File: src/rtl/tile_turn_controller.sv
// tile_turn_controller: per-turn sequencer for the tile-matching game.
// Decodes PS2 scan codes into cursor moves and picks, fetches tile values,
// times the reveal window and keeps the revealed/matched masks and move count.
// Optional feature macro: TURN_MATCH_FASTPATH_EN (equal pairs skip SHOW).
module tile_turn_controller #(
  parameter int ROWS          = 4,
  parameter int COLS          = 4,
  parameter int VAL_W         = 3,
  parameter int REVEAL_CYCLES = 50_000_000,
  parameter int MOVES_W       = 8,
  localparam int N            = ROWS * COLS,
  localparam int IW           = $clog2(N)
) (
  input  logic               clk,
  input  logic               resetn,
  input  logic               ingameOn,
  input  logic [7:0]         ps2_key_data,
  input  logic               ps2_key_pressed,
  output logic [IW-1:0]      tile_addr,
  input  logic [VAL_W-1:0]   tile_value,
  output logic [IW-1:0]      cursor,
  output logic [N-1:0]       revealed,
  output logic [N-1:0]       matched,
  output logic [MOVES_W-1:0] moves,
  output logic               gameOver,
  output logic [2:0]         turnState
);

  localparam int RW = (ROWS > 1) ? $clog2(ROWS) : 1;
  localparam int CW = (COLS > 1) ? $clog2(COLS) : 1;
  localparam int TW = (REVEAL_CYCLES > 1) ? $clog2(REVEAL_CYCLES) : 1;
  localparam int PW = $clog2(N / 2 + 1);

  localparam logic [7:0] KEY_BREAK = 8'hF0;
  localparam logic [7:0] KEY_EXT   = 8'hE0;
  localparam logic [7:0] KEY_UP    = 8'h1D;
  localparam logic [7:0] KEY_DOWN  = 8'h1B;
  localparam logic [7:0] KEY_LEFT  = 8'h1C;
  localparam logic [7:0] KEY_RIGHT = 8'h23;
  localparam logic [7:0] KEY_ENTER = 8'h5A;

  typedef enum logic [2:0] {
    S_IDLE    = 3'd0,
    S_PICK1   = 3'd1,
    S_FETCH1  = 3'd2,
    S_PICK2   = 3'd3,
    S_FETCH2  = 3'd4,
    S_SHOW    = 3'd5,
    S_RESOLVE = 3'd6,
    S_DONE    = 3'd7
  } state_t;

  state_t             state_q, state_d;
  logic [RW-1:0]      row_q, row_d;
  logic [CW-1:0]      col_q, col_d;
  logic               brk_q, brk_d;
  logic [N-1:0]       revealed_q, revealed_d;
  logic [N-1:0]       matched_q, matched_d;
  logic [MOVES_W-1:0] moves_q, moves_d;
  logic [PW-1:0]      pairs_q, pairs_d;
  logic [IW-1:0]      first_q, first_d;
  logic [IW-1:0]      second_q, second_d;
  logic [VAL_W-1:0]   v1_q, v1_d;
  logic [VAL_W-1:0]   v2_q, v2_d;
  logic [TW-1:0]      timer_q, timer_d;
  logic [IW-1:0]      tile_addr_q, tile_addr_d;

  logic               key_make;
  logic               pick;
  logic               eligible;
  logic [IW-1:0]      cur_idx;

  assign cur_idx  = IW'(row_q) * IW'(COLS) + IW'(col_q);
  assign eligible = ~(revealed_q[cur_idx] | matched_q[cur_idx]);

  // Key decode, turn sequencing and mask/counter updates for the next cycle
  always_comb begin
    state_d     = state_q;
    row_d       = row_q;
    col_d       = col_q;
    brk_d       = brk_q;
    revealed_d  = revealed_q;
    matched_d   = matched_q;
    moves_d     = moves_q;
    pairs_d     = pairs_q;
    first_d     = first_q;
    second_d    = second_q;
    v1_d        = v1_q;
    v2_d        = v2_q;
    timer_d     = timer_q;
    tile_addr   = tile_addr_q;
    tile_addr_d = tile_addr_q;
    key_make    = 1'b0;
    pick        = 1'b0;

    if (ps2_key_pressed) begin
      if (ps2_key_data == KEY_BREAK) begin
        brk_d = 1'b1;
      end else if (brk_q) begin
        brk_d = 1'b0;
      end else if (ps2_key_data != KEY_EXT) begin
        key_make = 1'b1;
      end
    end

    case (state_q)
      S_IDLE: begin
        state_d = S_PICK1;
      end
      S_PICK1, S_PICK2: begin
        if (key_make) begin
          case (ps2_key_data)
            KEY_UP:    row_d = (row_q == '0) ? RW'(ROWS - 1) : row_q - RW'(1);
            KEY_DOWN:  row_d = (row_q == RW'(ROWS - 1)) ? '0 : row_q + RW'(1);
            KEY_LEFT:  col_d = (col_q == '0) ? CW'(COLS - 1) : col_q - CW'(1);
            KEY_RIGHT: col_d = (col_q == CW'(COLS - 1)) ? '0 : col_q + CW'(1);
            KEY_ENTER: begin
              if (eligible) begin
                pick                = 1'b1;
                revealed_d[cur_idx] = 1'b1;
                if (state_q == S_PICK1) begin
                  first_d = cur_idx;
                  state_d = S_FETCH1;
                end else begin
                  second_d = cur_idx;
                  state_d  = S_FETCH2;
                end
              end
            end
            default: ;
          endcase
        end
      end
      S_FETCH1: begin
        v1_d    = tile_value;
        state_d = S_PICK2;
      end
      S_FETCH2: begin
        v2_d = tile_value;
        if (moves_q != '1) begin
          moves_d = moves_q + MOVES_W'(1);
        end
`ifdef TURN_MATCH_FASTPATH_EN
        if (v1_q == tile_value) begin
          state_d = S_RESOLVE;
        end else begin
          timer_d = TW'(REVEAL_CYCLES - 1);
          state_d = S_SHOW;
        end
`else
        timer_d = TW'(REVEAL_CYCLES - 1);
        state_d = S_SHOW;
`endif
      end
      S_SHOW: begin
        if (timer_q == '0) begin
          state_d = S_RESOLVE;
        end else begin
          timer_d = timer_q - TW'(1);
        end
      end
      S_RESOLVE: begin
        revealed_d[first_q]  = 1'b0;
        revealed_d[second_q] = 1'b0;
        if (v1_q == v2_q) begin
          matched_d[first_q]  = 1'b1;
          matched_d[second_q] = 1'b1;
          pairs_d             = pairs_q + PW'(1);
        end
        state_d = (pairs_d == PW'(N / 2)) ? S_DONE : S_PICK1;
      end
      S_DONE: ;
      default: state_d = S_IDLE;
    endcase

    if (state_q == S_IDLE || !ingameOn) begin
      pick       = 1'b0;
      row_d      = '0;
      col_d      = '0;
      brk_d      = 1'b0;
      revealed_d = '0;
      matched_d  = '0;
      moves_d    = '0;
      pairs_d    = '0;
      if (!ingameOn) begin
        state_d = S_IDLE;
      end
    end

    if (pick) begin
      tile_addr = cur_idx;
    end
    tile_addr_d = (state_q == S_IDLE || !ingameOn) ? '0 : tile_addr;
  end

  // State and datapath registers, cleared asynchronously on reset
  always_ff @(posedge clk or negedge resetn) begin
    if (!resetn) begin
      state_q     <= S_IDLE;
      row_q       <= '0;
      col_q       <= '0;
      brk_q       <= 1'b0;
      revealed_q  <= '0;
      matched_q   <= '0;
      moves_q     <= '0;
      pairs_q     <= '0;
      first_q     <= '0;
      second_q    <= '0;
      v1_q        <= '0;
      v2_q        <= '0;
      timer_q     <= '0;
      tile_addr_q <= '0;
    end else begin
      state_q     <= state_d;
      row_q       <= row_d;
      col_q       <= col_d;
      brk_q       <= brk_d;
      revealed_q  <= revealed_d;
      matched_q   <= matched_d;
      moves_q     <= moves_d;
      pairs_q     <= pairs_d;
      first_q     <= first_d;
      second_q    <= second_d;
      v1_q        <= v1_d;
      v2_q        <= v2_d;
      timer_q     <= timer_d;
      tile_addr_q <= tile_addr_d;
    end
  end

  assign cursor    = cur_idx;
  assign revealed  = revealed_q;
  assign matched   = matched_q;
  assign moves     = moves_q;
  assign gameOver  = (state_q == S_DONE);
  assign turnState = state_q;

endmodule
File: config.mk
export PLATFORM = sky130hd
export DESIGN_NAME = tile_turn_controller
export DESIGN_NICKNAME = d
export VERILOG_FILES = /design/src/rtl/tile_turn_controller.sv
export SDC_FILE = /design/constraint.sdc
export NUM_CORES = 1
export LEC_CHECK = 0
export ABC_AREA = 0
export CORE_MARGIN = 2
export CORE_UTILIZATION = 36
export CTS_CLUSTER_SIZE = 24
export DETAILED_ROUTE_END_ITERATION = 16
export SLEW_MARGIN = 20
export SYNTH_ARGS = -nofsm -noshare
export SYNTH_HDL_FRONTEND = slang
export SYNTH_SLANG_ARGS = --single-unit
export TNS_END_PERCENT = 10
File: constraint.sdc
create_clock -name clk -period 2.3 [get_ports clk]
set_input_delay 0.345 -clock clk [delete_from_list [all_inputs] [get_ports clk]]
set_output_delay 0.345 -clock clk [all_outputs]
set_load 0.005 [all_outputs]
Word-level counts from Yosys, hierarchy flattened
Index checks and enable logic that the tools add are counted.
{ "totals": {"ff_bits": 96, "output_inout_bits": 52, "inputBits": 15} }
{ "op_classes": {"n_eq_ne": 23, "order_cmp": 6, "n_reduce_logical": 29, "n_bitwise": 10, "muxes": 62, "add_sub_neg": 8} }
{ "ops": {"columns": ["op", "count"], "rows": [
  ["16-bit two-way mux", 7],
  ["26-bit case mux with 2 select lines", 1],
  ["16-bit OR", 3],
  ["16-bit bitwise AND", 2],
  ["16-bit NOT", 2],
  ["16-bit case mux with 2 select lines", 1],
  ["26-bit logical NOT", 1],
  ["26-bit two-way mux", 1],
  ["26-bit by 1-bit subtractor with 26-bit output (second input constant)", 1],
  ["8-bit by 5-bit == test with 1-bit output (second input constant)", 3],
  ["3-bit two-way mux", 8],
  ["4-bit two-way mux", 6],
  ["8-bit two-way mux", 3],
  ["2-bit two-way mux", 10],
  ["3-bit case mux with 6 select lines", 1],
  ["1-bit two-way mux", 17],
  ["8-bit != test (second input constant)", 2],
  ["2-bit nonzero test", 8],
  ["4-bit by 5-bit < comparator with 1-bit output (second input constant)", 3],
  ["1-bit demux with 4-bit select", 3],
  ["3-bit == test (second input constant)", 4],
  ["4-bit by 1-bit >= comparator with 1-bit output (second input constant)", 3],
  ["5-bit AND reduction", 2],
  ["3-bit != test (second input constant)", 3],
  ["28 further kinds", 43]
]} }

Logic depth before layout (Yosys ltp)
Gate-level depths: netlist (run 1).
{ "logic_depth": {"depth_word": 11, "depth_mapped": 10, "mapped_depth_nobuf": 8} }

Worst setup path after synthesis (run 1)
Ideal clock, no wire load.
{ "synth_timing": {"path_kind": "input to output", "startpoint": "input ps2_key_data[0]", "endpoint": "output tile_addr[0]", "stages": 8, "required_ns": 1.955, "t_arrival_ns": 2.066, "n_path_buf": 2, "path_slack_ns": -0.111, "cell_sequence": "or2_1 or4_4 nor3_1 a32o_1 buf_4 nand2_2 buf_6 o21ai_1"} }
{ "synth_via": {"elab_chain_len": 9, "elab_cells_between_ends": 12, "cone_classes": "eq/ne: 3; mux: 9"} }
{ "synth_lines": {"columns": ["element", "line", "rtl"], "rows": [
  ["start: declaration", "17", "input logic [7:0] ps2_key_data,"],
  ["8-bit != test", "101", "end else if (ps2_key_data != KEY_EXT) begin"],
  ["1-bit two-way mux", "101", null],
  ["1-bit two-way mux", "99", "end else if (brk_q) begin"],
  ["1-bit two-way mux", "97", "if (ps2_key_data == KEY_BREAK) begin"],
  ["1-bit two-way mux", "96", "if (ps2_key_pressed) begin"],
  ["1-bit two-way mux (*)", "111", "if (key_make) begin"],
  ["1-bit two-way mux (*)", "106", "case (state_q)"],
  ["1-bit two-way mux (*)", "176", "if (state_q == S_IDLE || !ingameOn) begin"],
  ["4-bit two-way mux (*)", "190", "if (pick) begin"],
  ["end: declaration", "19", "output logic [IW-1:0] tile_addr,"]
]} }
Every way passes the cells marked *; elsewhere a longest branch is shown, timed or not.

Worst setup path in the final report (run 1)
{ "layout_timing": {"startpoint": "register brk_q", "endpoint": "output tile_addr[0]"} }
{ "layout_via": {"elab_chain_len": 7} }
{ "layout_lines": {"columns": ["element", "line", "rtl"], "rows": [
  ["start: declaration", "56", "logic brk_q, brk_d;"],
  ["start signal: assignment", "217", "brk_q <= brk_d;"],
  ["1-bit two-way mux", "99", null],
  ["1-bit two-way mux", "97", null],
  ["1-bit two-way mux", "96", null],
  ["1-bit two-way mux", "111", null],
  ["1-bit two-way mux", "106", null],
  ["1-bit two-way mux", "176", null],
  ["4-bit two-way mux", "190", null]
]} }
No other way between the ends.

==> out/metrics.csv, run 1 <==
stage,metric,value,unit
run_status,run_status,"finished, violations left",
run_status,violations,setup timing,
synthesis,synth-warning-count,0,
timing,finalHoldViolCount,0,
worst_setup_path,crit_arrival,2390,ps
clocking,clk_latency,350,ps
power_and_ir_drop,total_power,3.89,mW
synthesis,syn-mean-instance-area,9.13,µm²
worst_setup_path,startpoint_type,flip-flop,
worst_setup_path,critical-path-max-stage-delay,500,ps
timing,final_max_slew_viol_count,0,
routing,num_vias,5113,
timing,worst_pin_slew,548,ps
grt,grt_pass1_vias,5171,
worst_setup_path,worst-path-buf-inv,2,
grt,grt_pass1_wl,26700,µm
grt,grt_start_max_net_pins,46,
clocking,cts_sinks,96,
worst_setup_path,r2r-start,brk_q$_DFFE_PN0P_,
synthesis,yosysUniqueCellTypes,67,
routing,dr.first_iter.drc_count,357,
min_path,worstHoldStart,ps2_key_data[0],
layout,utilization,53.8,%
floorplan,core.rowCount,44,
synthesis,synth_edf_count,0,
routing,firstDrtPassIters,4,
synthesis,synth_top_flop_cell,dfrtp_1,
floorplan,initial_core_util,36.8,%
grt,grt_overflow,0,
routing,detail-route-antenna-nets,0,
worst_setup_path,path_cells,nand3b_1 > or4_4 > nor3_4 > a32o_2 > buf_6 > nand2_4 > o21ai_4 > buf_2,
routing,viasPerCell,5.40,
layout,design_area,0.00778,mm²
worst_setup_path,critPathKind,flip-flop to primary output,
synthesis,yosysSeqAreaShare,45.0,%
clocking,htreeDepth,3,
worst_setup_path,regToRegEndpoint,first_q[1]$_DFFE_PN0P_,
place,dpl-instance-area,0.00695,mm²
routing,wl_per_cell,17.6,µm
clocking,cts_root_buf,clkbuf_16,
routing,drc,0,
worst_setup_path,r2r_slack,-140,ps
layout,final_layout_size_suffix_gt1_share,28.7,%
floorplan,io_pins,67,
grt,antenna_found_initial,0,
clocking,cts_tree,yes,
min_path,min_to,brk_q$_DFFE_PN0P_,
min_path,min_path_type,primary input to flip-flop,
synthesis,syn_inst,584,
timing,setup_tns,-2430,ps
timing,max_freq,366,MHz
routing,drt_wl_total,16700,µm
grt,track_usage,21.2,%
synthesis,synthArstFlopShare,100,%
place,dp_slack,-1010,ps
worst_setup_path,worstPathRequired,1960,ps
timing,timing.final.crit_share,119,%
synthesis,synth_seq_cells,96,
floorplan,coreArea,0.0145,mm²
timing,rsz0062_at_grt,true,
timing,fin_ws,-431,ps
clocking,cts_buffers,9,
floorplan,die_area,0.0158,mm²
timing,max_slew_margin,63.5,%
place,hpwl,12000,µm
power_and_ir_drop,power.density,500,mW/mm²
worst_setup_path,crit_family,simple AND/OR/NAND/NOR gates,
power_and_ir_drop,peakVddDrop,0.375,mV
clocking,clk_pin_slew,60,ps
timing,final.min_clock_period,2730,ps
floorplan,die_w,126,µm
worst_setup_path,crit_fanout,4,
floorplan,fp.dieH,126,µm
flow_run,cap_violations,0,
layout,syn2layout_area_growth,46.0,%
timing,clock_skew,4.78,ps
synthesis,netlist_area,0.00533,mm²
worst_setup_path,worst_setup_path_end_kind,primary output,
place,port_buffers,66,
min_path,hold_depth,5,
layout,final_net_count,785,
clocking,cts_buffer_depth,2,
synthesis,synth_nets,611,
worst_setup_path,cp_slowest_cell,or4_4,
layout,diodes,0,
worst_setup_path,r2r_cells,9,
place,gp_congestion,0.889,
timing,setup_viol,13,
power_and_ir_drop,p_leak,3.56,nW
==> cell usage after synthesis, types with 4 or more instances <==
cell type	number	area [µm²]
or3_1	7	43.8
or2_2	6	37.5
a21oi_1	34	170
nor4_1	9	56.3
o21ai_0	26	130
mux2_4	4	60.1
o22ai_1	18	113
o31ai_1	11	82.6
and2_1	6	37.5
o21ai_1	11	55.1
nand2_1	73	274
ha_1	12	150
nor2_1	51	191
nand2b_1	15	93.8
nand4_1	4	25.0
dfrtp_1	96	2400
xnor2_1	10	87.6
mux2_2	9	101
inv_1	9	33.8
or4_1	5	37.5
nor3_1	27	135
and3_1	6	37.5
clkbuf_1	17	63.8
nor2b_1	6	37.5
nand3_1	33	165
xor2_1	14	123
==> cell usage in the layout, fill, tap and decap left out, types with 14 or more instances in the layout <==
| cell type | count |
|---|---|
| buf_4 | 106 |
| dfrtp_1 | 93 |
| nand2_1 | 73 |
| clkdlybuf4s50_1 | 52 |
| nor2_1 | 50 |
| a21oi_1 | 33 |
| nand3_1 | 30 |
| nor3_1 | 20 |
| o21ai_0 | 18 |
| o22ai_1 | 16 |
| xor2_1 | 14 |
==> power by group <==
group | switching [mW] | leakage [nW] | internal, mW | total (mW)
clock network | 0.647 | 0.154 | 0.983 | 1.63
registers | 0.0255 | 1.32 | 1.70 | 1.73
logic | 0.294 | 2.09 | 0.242 | 0.536
==> flip-flops by register name (all words and copies together), names as in the netlist <==
| signal | cells |
|---|---|
| first_q | 4 |
| turnState | 3 |
| matched | 16 |
| revealed | 16 |
| row_q | 2 |
| moves | 8 |
| tile_addr_q | 4 |
| v2_q | 3 |
| timer_q | 26 |
| second_q | 4 |
| brk_q | 1 |
| pairs_q | 4 |
| col_q | 2 |
| v1_q | 3 |
==> per-stage QoR <==
step                      instances  hold slack [ps]
after floorplan                 584             49.4
after global placement          917              364
after detailed placement        917              372
after CTS                       941              498
after global routing            947              438
final                           947              419
==> worst max path at each step <==
stage / start / endpoint / slack (ps) / depth (start not counted)
final: brk_q$_DFFE_PN0P_ / tile_addr[0] / -430 / 8
after global routing: brk_q$_DFFE_PN0P_ / tile_addr[0] / -500 / 8
after CTS: brk_q$_DFFE_PN0P_ / tile_addr[0] / -420 / 8
after detailed placement: ps2_key_data[3] / tile_addr[0] / -1010 / 8
after global placement: ps2_key_data[3] / tile_addr[0] / -960 / 8
after floorplan: ps2_key_data[5] / tile_addr[0] / 10 / 8
==> tightest hold or removal path: stages <==
cell      delay, ps
clkbuf_2        100
or3_1           110
nor2_1           40
nand3_1          70
a21oi_1          60
==> layout make-up <==
type,count,area (µm²)
clock inverter,3,65.1
timing repair buffer,186,1610
sequential,96,2410
clock buffer,13,250
fill,1288,6700
inverter,10,37.5
multi-input combinational,455,3180
tap,184,230
==> repair_timing <==
| item | 4_1_cts | 5_1_grt |
|---|---|---|
| buffers inserted | 7 | 8 |
| hold buffers | 1 | 0 |
| endpoints found under the setup margin | 38 | 31 |
| endpoints found under the hold margin | 10 | 0 |
| resized for setup | 53 | 60 |
| pin swaps | 14 | 17 |
==> kinds of logic (layout without fill, tap and decap cells) <==
family | after synthesis | after routing | share of synthesized area, %
AO/OA/AOI/OAI | 135 | 135 | 16.0
AND/OR/NAND/NOR | 268 | 268 | 25.7
flip-flops | 96 | 96 | 45.0
multiplexers | 16 | 16 | 3.59
buffers and inverters | 33 | 212 | 2.84
XOR/XNOR | 24 | 24 | 3.94
adder cells (fa/ha/maj) | 12 | 12 | 2.82
==> metal layers <==
| metal | vias to the layer above | share of wire (%) | track usage [%] |
|---|---|---|---|
| li1 | 2452 | - | - |
| met1 | 2486 | 42 | 26.2 |
| met2 | 135 | 50 | 36.5 |
| met3 | 40 | 4.1 | 2.93 |
| met4 | 0 | 3.9 | 10.5 |
| met5 | - | 0 | 0 |
Note: power is estimated with default switching activity, not from simulation.
==> inputs of run 2 (changes only) <==
Settings changed: CAP_MARGIN from default to 20.
==> results of run 2 <==
Same layout as run 1: the final DEF is identical, and so are final timing and power.
==> inputs of run 3 (changes only) <==
Settings changed: SLEW_MARGIN 20 to default.
==> results of run 3 <==
Same layout as run 1: the final DEF is identical, and so are final timing and power.
